===== config.mk =====
export PLATFORM = sky130hd
export DESIGN_NAME = cpu_run_ctrl
export DESIGN_NICKNAME = d
export VERILOG_FILES = /design/src/rtl/cpu_run_ctrl_pkg.sv /design/src/rtl/cpu_run_ctrl_key_debounce.sv /design/src/rtl/cpu_run_ctrl.sv
export SDC_FILE = /design/constraint.sdc
export NUM_CORES = 1
export LEC_CHECK = 0
export BUFFER_PORTS_ARGS = -buffer_cell sky130_fd_sc_hd__clkbuf_2
export CAP_MARGIN = 20
export CORE_UTILIZATION = 35
export DETAILED_ROUTE_END_ITERATION = 6
export SYNTH_ARGS = -nofsm -noshare
export SYNTH_HDL_FRONTEND = slang
export SYNTH_SLANG_ARGS = --single-unit

===== constraint.sdc =====
create_clock -name clock_in -period 1.8 [get_ports clock_in]
set_input_delay 0.36 -clock clock_in [delete_from_list [all_inputs] [get_ports clock_in]]
set_output_delay 0.36 -clock clock_in [all_outputs]
set_load 0.03 [all_outputs]

===== src/rtl/cpu_run_ctrl_pkg.sv =====
// Shared run-control types: state encodings, counter widths and the enable-count type.
// Used by cpu_run_ctrl (optional breakpoint build: RUN_CTRL_BREAK_EN).
package run_ctrl_pkg;

    typedef enum logic [1:0] {
        ST_RESET = 2'd0,
        ST_RUN   = 2'd1,
        ST_HALT  = 2'd2,
        ST_STEP  = 2'd3
    } run_state_e;

    typedef logic [31:0] count_t;

    function automatic int unsigned cnt_width(input int unsigned n);
        return (n <= 1) ? 1 : $clog2(n);
    endfunction

    localparam int unsigned DIV_MAX_DEF       = 65536;
    localparam int unsigned DEBOUNCE_DEF      = 16;
    localparam int unsigned RST_HOLD_DEF      = 4;
    localparam int unsigned DIV_W_DEF         = cnt_width(DIV_MAX_DEF);
    localparam int unsigned HOLD_W_DEF        = cnt_width(RST_HOLD_DEF);

endpackage


===== src/rtl/cpu_run_ctrl_key_debounce.sv =====
// Two-flop synchronizer, debounce counter and one-cycle press pulse for a single input.
// ACTIVE selects the level that counts as "pressed"; the idle level is the reset value.
module key_debounce
    import run_ctrl_pkg::*;
#(
    parameter int unsigned DEBOUNCE_CYCLES = 16,
    parameter logic        ACTIVE          = 1'b0
) (
    input  logic clk_i,
    input  logic rst_i,
    input  logic raw_i,
    output logic stable_o,
    output logic press_o
);

    localparam int unsigned   CW       = cnt_width(DEBOUNCE_CYCLES);
    localparam logic [CW-1:0] CNT_LAST = CW'(DEBOUNCE_CYCLES - 1);

    logic          sync1_q;
    logic          sync2_q;
    logic          stable_q;
    logic          stable_d;
    logic          press_q;
    logic          press_d;
    logic [CW-1:0] cnt_q;
    logic [CW-1:0] cnt_d;

    always_comb begin
        cnt_d    = '0;
        stable_d = stable_q;
        press_d  = 1'b0;
        if (sync2_q != stable_q) begin
            if (cnt_q == CNT_LAST) begin
                stable_d = sync2_q;
                press_d  = (sync2_q == ACTIVE);
            end else begin
                cnt_d = cnt_q + CW'(1);
            end
        end
    end

    always_ff @(posedge clk_i) begin
        if (rst_i) begin
            sync1_q  <= ~ACTIVE;
            sync2_q  <= ~ACTIVE;
            stable_q <= ~ACTIVE;
            press_q  <= 1'b0;
            cnt_q    <= '0;
        end else begin
            sync1_q  <= raw_i;
            sync2_q  <= sync1_q;
            stable_q <= stable_d;
            press_q  <= press_d;
            cnt_q    <= cnt_d;
        end
    end

    assign stable_o = stable_q;
    assign press_o  = press_q;

endmodule


===== src/rtl/cpu_run_ctrl.sv =====
// CPU run-control sequencer: clock-enable divider, debounced keys, reset/run/halt/step FSM.
// Define RUN_CTRL_BREAK_EN to add a single PC breakpoint that halts free-run.
module cpu_run_ctrl
    import run_ctrl_pkg::*;
#(
    parameter int unsigned DIV_MAX         = 65536,
    parameter int unsigned DEBOUNCE_CYCLES = 16,
    parameter int unsigned RST_HOLD_TICKS  = 4
) (
    input  logic        clock_in,
    input  logic        reset_in,
    input  logic [1:0]  key_n,
    input  logic        sw_run,
    input  logic        cpu_halted,
`ifdef RUN_CTRL_BREAK_EN
    input  logic [31:0] cpu_pc,
    input  logic [31:0] bp_addr,
    input  logic [0:0]  bp_valid,
`endif
    output logic        cpu_clk_en,
    output logic        cpu_reset,
    output logic [1:0]  run_state,
    output logic [31:0] enable_count
);

    localparam int unsigned   DW        = cnt_width(DIV_MAX);
    localparam int unsigned   HW        = cnt_width(RST_HOLD_TICKS);
    localparam logic [DW-1:0] DIV_LAST  = DW'(DIV_MAX - 1);
    localparam logic [HW-1:0] HOLD_LAST = HW'(RST_HOLD_TICKS - 1);

    run_state_e    state_q;
    run_state_e    state_d;
    logic [DW-1:0] div_q;
    logic [DW-1:0] div_d;
    logic          tick_q;
    logic          tick_d;
    logic [HW-1:0] hold_q;
    logic [HW-1:0] hold_d;
    count_t        count_q;
    count_t        count_d;
    logic          clk_en;
    logic          bp_hit;

    logic key0_press;
    logic key1_press;
    logic sw_stable;
    logic sw_rise;
    logic key0_stable;
    logic key1_stable;
    logic unused_stable;

    key_debounce #(.DEBOUNCE_CYCLES(DEBOUNCE_CYCLES), .ACTIVE(1'b0)) u_key0 (
        .clk_i    (clock_in),
        .rst_i    (reset_in),
        .raw_i    (key_n[0]),
        .stable_o (key0_stable),
        .press_o  (key0_press)
    );

    key_debounce #(.DEBOUNCE_CYCLES(DEBOUNCE_CYCLES), .ACTIVE(1'b0)) u_key1 (
        .clk_i    (clock_in),
        .rst_i    (reset_in),
        .raw_i    (key_n[1]),
        .stable_o (key1_stable),
        .press_o  (key1_press)
    );

    // Active-high instance: its press pulse is the debounced 0->1 edge of the switch.
    key_debounce #(.DEBOUNCE_CYCLES(DEBOUNCE_CYCLES), .ACTIVE(1'b1)) u_sw (
        .clk_i    (clock_in),
        .rst_i    (reset_in),
        .raw_i    (sw_run),
        .stable_o (sw_stable),
        .press_o  (sw_rise)
    );

    assign unused_stable = key0_stable ^ key1_stable;

    always_comb begin
        div_d  = (div_q == DIV_LAST) ? '0 : div_q + DW'(1);
        tick_d = (div_q == DIV_LAST);
    end

    always_comb begin
        state_d = state_q;
        hold_d  = hold_q;
        clk_en  = 1'b0;
        bp_hit  = 1'b0;
`ifdef RUN_CTRL_BREAK_EN
        bp_hit  = bp_valid[0] && (cpu_pc == bp_addr);
`endif
        case (state_q)
            ST_RESET: begin
                clk_en = tick_q;
                if (tick_q) begin
                    if (hold_q == HOLD_LAST) begin
                        hold_d  = '0;
                        state_d = sw_stable ? ST_RUN : ST_HALT;
                    end else begin
                        hold_d = hold_q + HW'(1);
                    end
                end
            end
            ST_RUN: begin
                clk_en = tick_q && !bp_hit;
                if (key1_press || !sw_stable || cpu_halted || (tick_q && bp_hit)) begin
                    state_d = ST_HALT;
                end
            end
            ST_HALT: begin
                if (key1_press) begin
                    state_d = ST_STEP;
                end else if (sw_rise && !cpu_halted) begin
                    state_d = ST_RUN;
                end
            end
            ST_STEP: begin
                clk_en = tick_q;
                if (tick_q) begin
                    state_d = ST_HALT;
                end
            end
            default: state_d = ST_RESET;
        endcase
        if (key0_press) begin
            state_d = ST_RESET;
            hold_d  = '0;
        end
    end

    // Enables issued while the core is held in reset are not counted.
    always_comb begin
        count_d = count_q;
        if (key0_press || state_q == ST_RESET) begin
            count_d = '0;
        end else if (clk_en) begin
            count_d = count_q + 32'd1;
        end
    end

    always_ff @(posedge clock_in) begin
        if (reset_in) begin
            state_q <= ST_RESET;
            div_q   <= '0;
            tick_q  <= 1'b0;
            hold_q  <= '0;
            count_q <= '0;
        end else begin
            state_q <= state_d;
            div_q   <= div_d;
            tick_q  <= tick_d;
            hold_q  <= hold_d;
            count_q <= count_d;
        end
    end

    assign cpu_clk_en   = clk_en;
    assign cpu_reset    = (state_q == ST_RESET);
    assign run_state    = state_q;
    assign enable_count = count_q;

endmodule


# Word-level counts from Yosys, hierarchy flattened
# Cells that the tools add are included.
[totals]
output_inout_bits = 36
in_bits = 6
ff_bits = 77
[classes]
n_eq_ne = 16
n_reduce_logical = 22
n_mux = 10
add_sub_neg = 6
bitwise_logic = 8
[ops]
columns = ["op", "count"]
rows = [
  ["$add A32 B1 Y32 const B", 1],
  ["$reduce_or A3 Y1", 7],
  ["$add A16 B1 Y16 const B", 1],
  ["$eq A16 B16 Y1 const B", 1],
  ["$mux W2", 8],
  ["$add A4 B1 Y4 const B", 3],
  ["$eq A4 B4 Y1 const B", 3],
  ["$not A1 Y1", 8],
  ["$pmux W2 S4", 1],
  ["$reduce_and A2 Y1", 4],
  ["$eq A2 B2 Y1 const B", 3],
  ["$reduce_or A2 Y1", 3],
  ["$reduce_and A5 Y1", 1],
  ["$ne A2 B1 Y1 const B", 2],
  ["$ne A2 B2 Y1 const B", 2],
  ["$logic_or A1 B1 Y1", 3],
  ["$ne A1 B1 Y1", 3],
  ["$ne A3 B2 Y1 const B", 1],
  ["$add A2 B1 Y2 const B", 1],
  ["$eq A2 B1 Y1 const B", 1],
  ["$logic_not A1 Y1", 2],
  ["$logic_not A2 Y1", 1],
  ["$logic_and A1 B1 Y1", 1],
  ["$mux W1", 1],
]

# Depth between registers and ports, before layout
# Gate-level depths: netlist (run 1).
[depth]
depth_word = 5
depth_mapped = 6

# Hierarchy
# A second synthesis (run 1) with hierarchy kept.
[unflattened]
hier_cells = 366
hier_area_um2 = 3348.2
[by_module_without_submodules]
columns = ["module", "seq_area_each_um2", "cells_per_inst", "instances", "area_per_inst_um2"]
rows = [
  ["cpu_run_ctrl", 1061.0, 289, 1, 2496.1],
  ["key_debounce (u_key0 ...)", 160.2, 26, 2, 285.3],
  ["key_debounce (u_sw)", 160.2, 25, 1, 281.5],
]

# Least setup slack after synthesis (run 1)
# No wires, ideal clock.
[synth_path]
kind = "flip-flop to flip-flop"
start = "register count_q[0], in the netlist enable_count[0]"
end = "register count_q[26], in the netlist enable_count[26]"
t_arrival_ps = 1875
slack_ps = -147
stages_incl_launch_ff = 7
period_less_slack_ps = 1947
t_required_ps = 1728
setup_time_ps = 72
cell_sequence = "dfxtp_1 -> ha_1 -> and3_1 -> nand4_1 -> clkbuf_1 -> nor4_1 -> mux2i_1"
[synth_between]
elab_chain_cells = 1
[synth_rtl]
columns = ["element", "line_no", "rtl"]
rows = [
  ["from (decl)", "cpu_run_ctrl.sv:39", "count_t count_q;"],
  ["from (signal assigned)", "cpu_run_ctrl.sv:153", "count_q <= count_d;"],
  ["$add A32 B1 Y32", "cpu_run_ctrl.sv:137", "count_d = count_q + 32'd1;"],
]
# Every way passes these cells.
# A chain may end at the register's enable or synchronous reset.

# Final worst setup path (run 1)
[layout_path]
start = "register state_q[1], in the netlist run_state[1]"
end = "register state_q[1], in the netlist run_state[1]"
[layout_between]
elab_chain_cells = 3
elab_cells_between_ends = 11
cone_classes = "eq/ne: 8; mux: 1; reduce/logical: 2"
[layout_rtl]
columns = ["element", "line_no", "rtl"]
rows = [
  ["from (decl)", "cpu_run_ctrl.sv:31", "run_state_e state_q;"],
  ["from (signal assigned)", "cpu_run_ctrl.sv:149", "state_q <= state_d;"],
  ["$eq A2 B2 Y1 (tied with other cells)", "cpu_run_ctrl.sv:92", "case (state_q)"],
  ["$ne A3 B2 Y1 (no source line) (tied with other cells)", "-", ""],
  ["$reduce_and A5 Y1 (no source line)", "-", ""],
]
# Parallel ways exist; a longest one is shown, timed or not.

==> results by group, run 1 <==
Routing
  • DR top layer: met4
  • Met3 routed WL: 312 um
  • Detailed Route WL: 7.41 mm
  • WL met1: between 3 and 4 mm
  • Met2 WL: 3.50 mm
  • Vias: 2943
  • Vias per inst: about 5.0
  • DRT Pass-1 Iters: 4
  • Initial drt markers: 50
  • Wire per inst: 12.6 um
  • Post-route antenna net violation count: 0
  • Residual DRC: 0

Timing
  • Fin. max-slew vios: 0
  • Hold slack: 184 ps
  • Final Hold Fails: 0
  • Final setup violation count: 0
  • Slew @ Worst Pin: between 300 and 400 ps
  • Max Clock Freq: 570 MHz
  • Fin crit share: 97.4%
  • Clk_skew: 14.0 ps
  • Setup TNS: 0 ps
  • Rel. slew slack: 73.9%
  • Unrepaired setup endpoints after global routing: yes
  • Minimum clock period: 1750 ps

Synth
  • Syn Nets: 402
  • Post-synthesis compound-gate area fraction: 7.21%
  • Post-Syn Area per Cell: slightly below 9 um2
  • Simple-gate share of the synthesized area: 30.9%
  • Area share of the largest cell type after synthesis: 44.8%
  • Sequential-to-total area share from yosys stat: 44.8%
  • Mux contribution to synthesized area: slightly above 4%
  • Post-synthesis adder-cell area fraction: 2.18%
  • Synthesis warning total: 0
  • Largest family of logic cells by synthesized area: simple AND/OR/NAND/NOR gates
  • Synth Instances: 390
  • Synth Area in XOR/XNOR: 7.14%
  • Post-synth top area cell: dfxtp_1
  • Top cells by area, synth: dfxtp_1 (45%), xnor2_1 (4.3%), mux2i_1 (4.1%)
  • Area of the mapped netlist: 3440 um2
  • Distinct cells, synth: between 40 and 50
  • Synth Register Bits: 77

Global routing
  • Global-route wire length before repair: 12.0 mm
  • Initial antenna violation count: 0
  • Global-route usage over all layers: 14.9%
  • Vias in the first global route: 2646
  • Total grt overflow: 0
  • Pin count of the biggest net entering global routing: 27

Power and ir drop
  • Leak: 1.50 nW
  • Internal Power: between 2 and 2.5 mW
  • Clk pwr share: between 40% and 50%
  • VDD IR max: 0.000489 V
  • Reg power frac: 57.7%
  • Sw Share: about a quarter
  • Logic pwr share: under 10%
  • Switching power: approximately 730 uW
  • Power density over the cells: ~700 nW/um2

Worst setup path
  • Reg2Reg Setup Slack: 50 ps
  • WP data required: 2060 ps
  • Worst EP arrival: just over 2000 ps
  • Slowest cell on crit path: or3b_2
  • CP Launch Type: register
  • R2R Path Start: run_state[1]$_SDFFE_PP0P_
  • CP top delay family: simple AND/OR/NAND/NOR gates
  • Cell mode on critical path: or3b_2
  • WS Path Type: reg2reg
  • CP Buf/Inv Count: 1
  • CP max stage delay: 510 ps
  • Worst-path cell chain: buf_4 -> or3b_2 -> or3b_2 -> a31oi_1
  • FF-to-FF End: run_state[1]$_SDFFE_PP0P_
  • Worst Setup End Kind: register
  • Critical path fanouts, max: 10
  • Reg2Reg Depth: 4

Die
  • Die footprint: between 10000 and 15000 um2
  • Die H: 101 um
  • Rows: 35
  • Core area: around 9400 um2
  • Die W: 101 um
  • Initial Util: 36.7%
  • IO Count: 42

CTS
  • Clk buf depth: 2
  • Num CTS Buffers: 9
  • Worst-skew pair later-pin latency: 350 ps
  • CTS clk-pin slew, worst paths: about 90 ps
  • Root Buffer: clkbuf_8
  • H-tree Lvls: 3
  • CTS tree: built
  • CTS Sinks: 77

Final layout
  • Commonest non-fill, non-tap cell in the layout: dfxtp_1
  • Share of layout cells above drive strength 1: 28.8%
  • Final cell count without fillers: 588
  • P&R area growth vs syn: 25.3%
  • Post-layout nets: 466
  • Most frequent cells in the layout: dfxtp_1 (61), clkbuf_2 (39), nor2_1 (36)
  • Final instance area: 4310 um2
  • Antenna cells: 0

Placement
  • HPWL after DPL: approximately 5.1 mm
  • Final Wtd Congestion: 0.740
  • Post-DP Area: 3940 um2
  • Dpl cells: between 500 and 600
  • I/O Buffers: 41

Hold path
  • Hold Path Class: in2reg
  • Hold path endpoint: u_key0.sync1_q$_SDFF_PP1_
  • HP Start: key_n[0]
  • Worst hold path stage count: 2

Outcome
  • Status: finished, final reports clean

Run
  • Number of max-cap violations: 0
-- power by group through the flow --
stage | sequential [mW] | clock [mW] | combinational, mW
floorplan | 1.76 | 0 | 0.0364
global placement | 1.76 | 0 | 0.0501
detailed placement | 1.76 | 0 | 0.0506
CTS | 1.72 | 1.25 | 0.0506
global route | 1.72 | 1.32 | 0.0575
finish | 1.72 | 1.21 | 0.0494
-- synth_stat cells, drive strengths merged --
library cell / count
dfxtp: 77
nor2: 36
nand2: 31
nand3: 25
a21oi: 18
or3: 17
xnor2: 17
clkbuf: 16
nor4: 16
mux2i: 14
nand4: 12
or4: 12
inv: 11
xor2: 11
nor3: 9
o21ai: 8
o31ai: 8
or2: 8
and3: 7
ha: 6
nor4b: 5
and4: 4
nor2b: 4
buf: 3
nand2b: 3
or3b: 2
a31o: 1
a31oi: 1
and2: 1
and4b: 1
nor3b: 1
o211a: 1
o211ai: 1
o21a: 1
o31a: 1
o41ai: 1
-- worst max-delay path by stage --
stage	startpoint	endpoint	slack, ps	cells after the start
finish	run_state[1]$_SDFFE_PP0P_	run_state[1]$_SDFFE_PP0P_	50	4
floorplan	enable_count[15]$_SDFFE_PP0P_	enable_count[25]$_SDFFE_PP0P_	-20	5
detailed placement	enable_count[18]$_SDFFE_PP0P_	enable_count[29]$_SDFFE_PP0P_	20	4
CTS	tick_q$_SDFF_PP0_	enable_count[15]$_SDFFE_PP0P_	9	4
global placement	enable_count[20]$_SDFFE_PP0P_	enable_count[29]$_SDFFE_PP0P_	60	4
global route	enable_count[0]$_SDFFE_PP0P_	enable_count[14]$_SDFFE_PP0P_	-20	8
-- worst reg2reg max path, stage by stage, from the launching register on --
cell     delay [ps]
dfxtp_4         340
buf_4           160
or3b_2          520
or3b_2          490
a31oi_1         170
-- cell families after synthesis --
family / count (synthesis)
compound gates: 41
simple gates: 194
buf+inv: 30
xor+xnor: 28
fa+ha+maj: 6
flops: 77
mux: 14
-- what timing repair did --
item                       4_1_cts  5_1_grt
pin swaps                        0        4
hold buffers                     0        0
gates resized for setup          5       17
buffers inserted                 1        4
setup endpoints to repair        3       16
gates cloned                     0        2
-- registers in the layout, indices dropped and copies added (netlist names) --
name,cells
run_state,2
u_key1.sync2_q,1
u_key0.sync1_q,1
hold_q,2
u_key0.sync2_q,1
u_key0.stable_o,1
u_key1.press_o,1
u_key1.sync1_q,1
u_sw.sync2_q,1
u_key1.cnt_q,4
u_sw.stable_o,1
u_key0.cnt_q,4
tick_q,1
div_q,16
enable_count,32
u_key1.stable_o,1
u_sw.press_o,1
u_sw.sync1_q,1
u_sw.cnt_q,4
u_key0.press_o,1
-- per-layer routing --
| metal | vias up | global-route usage, % |
|---|---|---|
| met2 | 50 | 25.0 |
| met5 | - | 0 |
| met4 | 0 | 4.01 |
| li1 | 1527 | - |
| met3 | 5 | 4.79 |
| met1 | 1361 | 18.3 |
-- final cells by class --
class                      instances  area (um2)
clock buffer                       9         124
clock inverter                     7        58.8
fill                             959        5060
inverter                          11        41.3
multi-input combinational        283        1850
sequential                        77        1570
tap                              129         161
timing repair buffer              72         504
-- through the flow --
stage / power [mW] / worst slack (ps) / util [%]
after global placement: 1.81 / 62.9 / 42.1
after floorplan: 1.80 / -17.6 / -
after detailed placement: 1.82 / 17.3 / 42.1
after CTS: 3.03 / 8.85 / 44.3
final: 2.98 / 46.8 / 46.0
after global routing: 3.10 / -22.7 / 46.0
(Power assumes the default switching activity.)
==> run 2, diff against run 1 <==
--- a/config.mk
+++ b/config.mk
@@ -7,8 +7,10 @@
 export LEC_CHECK = 0
 export BUFFER_PORTS_ARGS = -buffer_cell sky130_fd_sc_hd__clkbuf_2
 export CAP_MARGIN = 20
-export CORE_UTILIZATION = 35
+export CORE_MARGIN = 2
+export CORE_UTILIZATION = 45
 export DETAILED_ROUTE_END_ITERATION = 6
+export PLACE_DENSITY = 0.67
 export SYNTH_ARGS = -nofsm -noshare
 export SYNTH_HDL_FRONTEND = slang
 export SYNTH_SLANG_ARGS = --single-unit
==> run 2 against run 1 <==
  * Clock-buffer cell count rose by 1
  * Final area down 3.7%
  * Final cell count down 6.3%
  * Combinational power down 1%
  * Power shrank 1.1%
  * Via count rose by 0.41%
  * Sequential power about the same
  * Clock skew fell by 4.0 ps
  * First-iteration DRC count rose by 110%
  * Sequential share of layout area increased by 1.4 points
  * Maximum frequency fell by 1.0%
  * Core utilization is 11 points higher
  * Largest cell class unchanged
  * Highest routed layer unchanged
==> results by group, run 2 (synthesized netlist as in run 1, its figures left out) <==
Outcome
  • Status: finished, final reports clean (unchanged)

Timing
  • Final WS setup: 29.1 ps (was 46.8 ps)
  • Minimum clock period: 1770 ps (was 1750 ps)
  • Unrepaired setup endpoints after global routing: yes (unchanged)
  • Hold slack: 186 ps (was 184 ps)
  • Setup TNS: 0 ps (unchanged)
  • Final Hold Fails: 0 (unchanged)
  • Slew @ Worst Pin: 373 ps (was 388 ps)
  • Final setup violation count: 0 (unchanged)
  • Max Clock Freq: 565 MHz (was 570 MHz)
  • Rel. slew slack: 74.9% (was 73.9%)
  • Clk_skew: 10.0 ps (was 14.0 ps)
  • Fin. max-slew vios: 0 (unchanged)
  • Fin crit share: 98.4% (was 97.4%)

Die
  • Initial Util: 46.9% (was 36.7%)
  • Die footprint: 8350 um2 (was 10200 um2)
  • Rows: 31 (was 35)
  • Die H: 91.4 um (was 101 um)
  • Core area: 7330 um2 (was 9370 um2)
  • Die W: 91.4 um (was 101 um)
  • IO Count: 42 (unchanged)

Run
  • Number of max-cap violations: 0 (unchanged)

Routing
  • DR top layer: met4 (unchanged)
  • Met3 routed WL: 273 um (was 312 um)
  • WL met1: 3.39 mm (was 3.54 mm)
  • Detailed Route WL: 7.13 mm (was 7.41 mm)
  • Wire per inst: 12.9 um (was 12.6 um)
  • DRT Pass-1 Iters: 4 (unchanged)
  • Vias per inst: 5.36 (was 5.01)
  • Initial drt markers: 106 (was 50)
  • Met2 WL: 3.35 mm (was 3.50 mm)
  • Residual DRC: 0 (unchanged)
  • Post-route antenna net violation count: 0 (unchanged)
  • Vias: 2955 (was 2943)

Final layout
  • P&R area growth vs syn: 20.7% (was 25.3%)
  • FILL cells: 675 (was 959)
  • Finished Core Util: 56.6% (was 46.0%)
  • Share of layout cells above drive strength 1: 27.4% (was 28.8%)
  • Most frequent cells in the layout: dfxtp_1 (61), clkbuf_2 (40), nor2_1 (35) (was dfxtp_1 (61), clkbuf_2 (39), nor2_1 (36))
  • Final cell count without fillers: 551 (was 588)
  • Largest register FFs: 32 (unchanged)
  • Commonest non-fill, non-tap cell in the layout: dfxtp_1 (unchanged)
  • Final instance area: 4150 um2 (was 4310 um2)
  • Antenna cells: 0 (unchanged)
  • Post-layout nets: 459 (was 466)

Placement
  • Post-DP Area: 3900 um2 (was 3940 um2)
  • DP Worst Slack: 0.724 ps (was 17.3 ps)
  • I/O Buffers: 41 (unchanged)
  • HPWL after DPL: 5.08 mm (was 5.06 mm)
  • Final Wtd Congestion: 0.795 (was 0.740)
  • Dpl cells: 535 (was 565)

Worst setup path
  • Worst EP arrival: 2050 ps (was 2020 ps)
  • Critical path fanouts, max: 5 (was 10)
  • Worst Setup End Kind: register (unchanged)
  • WP data required: 2080 ps (was 2060 ps)
  • CP Launch Type: register (unchanged)
  • WS Path Type: reg2reg (unchanged)

Global routing
  • Pin count of the biggest net entering global routing: 24 (was 27)
  • Vias in the first global route: 2692 (was 2646)
  • Total grt overflow: 0 (unchanged)
  • Global-route wire length before repair: 12.2 mm (was 12.0 mm)
  • Global-route usage over all layers: 17.5% (was 14.9%)
  • Initial antenna violation count: 0 (unchanged)

CTS
  • Num CTS Buffers: 9 (unchanged)
  • Clk buf depth: 2 (unchanged)
  • CTS Sinks: 77 (unchanged)
  • CTS tree: built (unchanged)
  • CTS clk-pin slew, worst paths: 80 ps (was 90 ps)
  • H-tree Lvls: 3 (unchanged)
  • Root Buffer: clkbuf_8 (unchanged)
  • Worst-skew pair later-pin latency: 350 ps (about the same)

Power and ir drop
  • Power density over the cells: 711 nW/um2 (was 693 nW/um2)
  • VDD IR max: 0.000411 V (was 0.000489 V)
  • Power after layout: 2.95 mW (was 2.98 mW)
  • Leak: 1.46 nW (was 1.50 nW)

Hold path
  • Hold Path Class: in2reg (unchanged)
-- run 2: path summary, 6_finish.rpt --
kind	to	from	depth (start not counted)	slack, ps
setup reg to reg	enable_count[27]$_SDFFE_PP0P_	enable_count[19]$_SDFFE_PP0P_	4	30
setup / recovery	enable_count[27]$_SDFFE_PP0P_	enable_count[19]$_SDFFE_PP0P_	4	30
hold reg to reg	u_key0.sync2_q$_SDFF_PP1_	u_key0.sync1_q$_SDFF_PP1_	1	420
hold / removal	u_key0.sync1_q$_SDFF_PP1_	key_n[0]	2	190
-- run 2: layout make-up --
class                           count  area (um2)  area share (%)
Multi-Input combinational cell    283        1840            44.3
Sequential cell                    77        1570            37.8
Timing Repair Buffer               65         400            9.65
Clock buffer                       10         138            3.32
Tap cell                           99         124            2.99
Inverter                           11        41.3           0.995
Clock inverter                      6        37.5           0.905
-- run 2: per-layer routing --
metal	vias up	GRT usage, %
met1	1359	23.1
met2	58	28.4
met5	-	0
li1	1527	-
met4	0	6.06
met3	11	3.73
-- run 2: power by group --
part,internal [mW],switching [mW]
sequential,1.71,0.0103
combinational,0.0210,0.0279
clock,0.534,0.645
total,2.27,0.684
-- run 2: what timing repair did --
item,in CTS,in global routing
endpoints found under the setup margin,2,19
pin swaps,0,2
gates resized for setup,0,19
hold buffers,0,0
gates cloned,0,0
buffers inserted,0,0
-- run 2: worst max-delay path: stages, from the launching register on --
cell     delay [ps]
dfxtp_2         370
nand4_1         150
or4_4           620
nor4_1          330
mux2i_1         230
==> run 3, diff against run 2 <==
--- a/config.mk
+++ b/config.mk
@@ -8,9 +8,8 @@
 export BUFFER_PORTS_ARGS = -buffer_cell sky130_fd_sc_hd__clkbuf_2
 export CAP_MARGIN = 20
 export CORE_MARGIN = 2
-export CORE_UTILIZATION = 45
+export CORE_UTILIZATION = 25
 export DETAILED_ROUTE_END_ITERATION = 6
-export PLACE_DENSITY = 0.67
 export SYNTH_ARGS = -nofsm -noshare
 export SYNTH_HDL_FRONTEND = slang
 export SYNTH_SLANG_ARGS = --single-unit
==> run 3 against run 2 <==
  * Final area is 6.2% higher
  * First-iteration DRC count is 46% higher
  * Non-clock buffer count up 3
  * Critical path depth unchanged
  * Maximum frequency up 2.2%
  * Clock power is 53% higher
  * Die area is 76% higher
  * Worst setup slack gained 38 ps
  * Core utilization down 24 points
  * Clock skew is 7.6 ps lower
  * Largest cell class unchanged
==> results by group, run 3 (synthesized netlist as in run 1, its figures left out) <==
Routing
  • Met3 routed WL: 337 um (was 273 um)
  • DRT Pass-1 Iters: 4 (unchanged)
  • Vias: 2971 (was 2955)
  • DR top layer: met4 (unchanged)
  • Initial drt markers: 155 (was 106)
  • Vias per inst: 4.71 (was 5.36)
  • Detailed Route WL: 7.94 mm (was 7.13 mm)
  • WL met1: 3.58 mm (was 3.39 mm)
  • Residual DRC: 0 (unchanged)
  • Post-route antenna net violation count: 0 (unchanged)
  • Met2 WL: 3.93 mm (was 3.35 mm)
  • Wire per inst: 12.6 um (was 12.9 um)

CTS
  • CTS Sinks: 77 (unchanged)
  • Clk buf depth: 2 (unchanged)
  • CTS tree: built (unchanged)
  • CTS clk-pin slew, worst paths: 60 ps (was 80 ps)
  • Root Buffer: clkbuf_16 (was clkbuf_8)
  • Cts hold-fix bufs: 0 (unchanged)
  • Num CTS Buffers: 9 (unchanged)
  • Worst-skew pair later-pin latency: 330 ps (was 350 ps)
  • H-tree Lvls: 3 (unchanged)

Final layout
  • Area of the multi-input gates: 1860 um2 (was 1840 um2)
  • Commonest non-fill, non-tap cell in the layout: dfxtp_1 (unchanged)
  • FILL cells: 1395 (was 675)
  • Post-layout nets: 462 (was 459)
  • P&R area growth vs syn: 28.2% (was 20.7%)
  • Most frequent cells in the layout: dfxtp_1 (61), clkbuf_2 (40), nor2_1 (35) (unchanged)
  • Antenna cells: 0 (unchanged)
  • Share of layout cells above drive strength 1: 28.1% (was 27.4%)
  • Largest register FFs: 32 (unchanged)
  • Sequential Area: 1570 um2 (about the same)

Placement
  • HPWL after DPL: 5.77 mm (was 5.08 mm)
  • DP Worst Slack: 21.7 ps (was 0.724 ps)
  • Final Wtd Congestion: 0.806 (was 0.795)
  • I/O Buffers: 41 (unchanged)

Timing
  • Slew @ Worst Pin: 388 ps (was 373 ps)
  • Rel. slew slack: 73.8% (was 74.9%)
  • Fin. max-slew vios: 0 (unchanged)
  • Final setup violation count: 0 (unchanged)
  • Final WS setup: 66.8 ps (was 29.1 ps)
  • Fin crit share: 96.3% (was 98.4%)
  • Minimum clock period: 1730 ps (was 1770 ps)
  • Unrepaired setup endpoints after global routing: yes (unchanged)
  • Final Hold Fails: 0 (unchanged)
  • Clk_skew: 2.46 ps (was 10.0 ps)
  • Max Clock Freq: 577 MHz (was 565 MHz)
  • Setup TNS: 0 ps (unchanged)

Power and ir drop
  • VDD IR max: 0.000410 V (was 0.000411 V)
  • Leak: 1.52 nW (was 1.46 nW)
  • Power density over the cells: 810 nW/um2 (was 711 nW/um2)

Worst setup path
  • WS Path Type: reg2reg (unchanged)
  • Critical path fanouts, max: 6 (was 5)
  • Worst Setup End Kind: register (unchanged)
  • WP data required: 2060 ps (was 2080 ps)
  • CP Launch Type: register (unchanged)
  • FF-to-FF End: enable_count[13]$_SDFFE_PP0P_ (was enable_count[27]$_SDFFE_PP0P_)
  • Reg2Reg Depth: 4 (unchanged)
  • R2R Path Start: enable_count[1]$_SDFFE_PP0P_ (was enable_count[19]$_SDFFE_PP0P_)
  • Worst EP arrival: 2000 ps (was 2050 ps)
  • Reg2Reg Setup Slack: 70 ps (was 30 ps)

Global routing
  • Global-route usage over all layers: 11.1% (was 17.5%)
  • Vias in the first global route: 2850 (was 2692)
  • Total grt overflow: 0 (unchanged)
  • Pin count of the biggest net entering global routing: 27 (was 24)
  • Initial antenna violation count: 0 (unchanged)
  • Global-route wire length before repair: 13.1 mm (was 12.2 mm)

Hold path
  • Hold Path Class: in2reg (unchanged)
  • Hold path endpoint: u_key1.sync1_q$_SDFF_PP1_ (was u_key0.sync1_q$_SDFF_PP1_)
  • Worst hold path stage count: 2 (unchanged)
  • HP Start: key_n[1] (was key_n[0])

Run
  • Number of max-cap violations: 0 (unchanged)

Outcome
  • Status: finished, final reports clean (unchanged)

Die
  • Core area: 13300 um2 (was 7330 um2)
  • Rows: 42 (was 31)
  • Die footprint: 14700 um2 (was 8350 um2)
  • Die H: 121 um (was 91.4 um)
  • Initial Util: 25.7% (was 46.9%)
  • Die W: 121 um (was 91.4 um)
  • IO Count: 42 (unchanged)
run 3: cell count changes in the layout (fill, tap and decap cells not counted), moves of 2 or more:
cell        change
buf_4           +4
clkinv_2        -2
clkbuf_16       +9
clkinvlp_4      +2
nor4_2          +3
clkbuf_8       -10
nor4_1          -3
run 3: metrics by stage:
step	power, mW	utilization, %	hold slack, ps	area [um2]	instances
final	3.57	33.0	208	4410	631
after detailed placement	1.81	30.0	400	4010	613
after global routing	3.72	33.0	204	4410	631
after global placement	1.81	30.0	394	4010	613
after CTS	3.62	32.3	199	4310	629
after floorplan	1.80	-	389	3470	390
run 3: worst max-delay path by stage:
stage | start | to | slack [ps]
after detailed placement | enable_count[21]$_SDFFE_PP0P_ | enable_count[31]$_SDFFE_PP0P_ | 20
final | enable_count[1]$_SDFFE_PP0P_ | enable_count[13]$_SDFFE_PP0P_ | 70
after global placement | enable_count[18]$_SDFFE_PP0P_ | enable_count[29]$_SDFFE_PP0P_ | 40
after floorplan | enable_count[15]$_SDFFE_PP0P_ | enable_count[25]$_SDFFE_PP0P_ | -20
after global routing | enable_count[1]$_SDFFE_PP0P_ | enable_count[11]$_SDFFE_PP0P_ | -20
after CTS | enable_count[21]$_SDFFE_PP0P_ | enable_count[31]$_SDFFE_PP0P_ | -4
run 3: area by class of cell:
class | instances | share of cell area [%]
Inverter | 11 | 0.937
Multi-Input combinational cell | 283 | 42.1
Tap cell | 176 | 5.00
Clock buffer | 9 | 5.11
Timing Repair Buffer | 68 | 9.59
Sequential cell | 77 | 35.5
Clock inverter | 7 | 1.70
run 3: per-layer routing:
layer / up-vias / global-route usage (%)
li1: 1519 / -
met1: 1401 / 12.8
met2: 41 / 19.4
met3: 10 / 3.81
met4: 0 / 3.02
met5: - / 0
run 3: timing repair:
action                                  CTS  global route
resized for setup                         1            19
endpoints found under the hold margin     0             0
buffers inserted                          0             2
pin swaps                                 0             1
endpoints found under the setup margin    2            18
run 3: worst max-delay path, stage by stage (launching register included):
cell and delay, ps:
dfxtp_2 380, nand2_1 100, or4_4 560, or4_1 480
a21oi_1 140
run 3: report_power, final:
group	switching, mW	internal (mW)	total, mW
Sequential	0.0105	1.71	1.73
Combinational	0.0280	0.0212	0.0491
Clock	0.719	1.08	1.80
Total	0.757	2.81	3.57
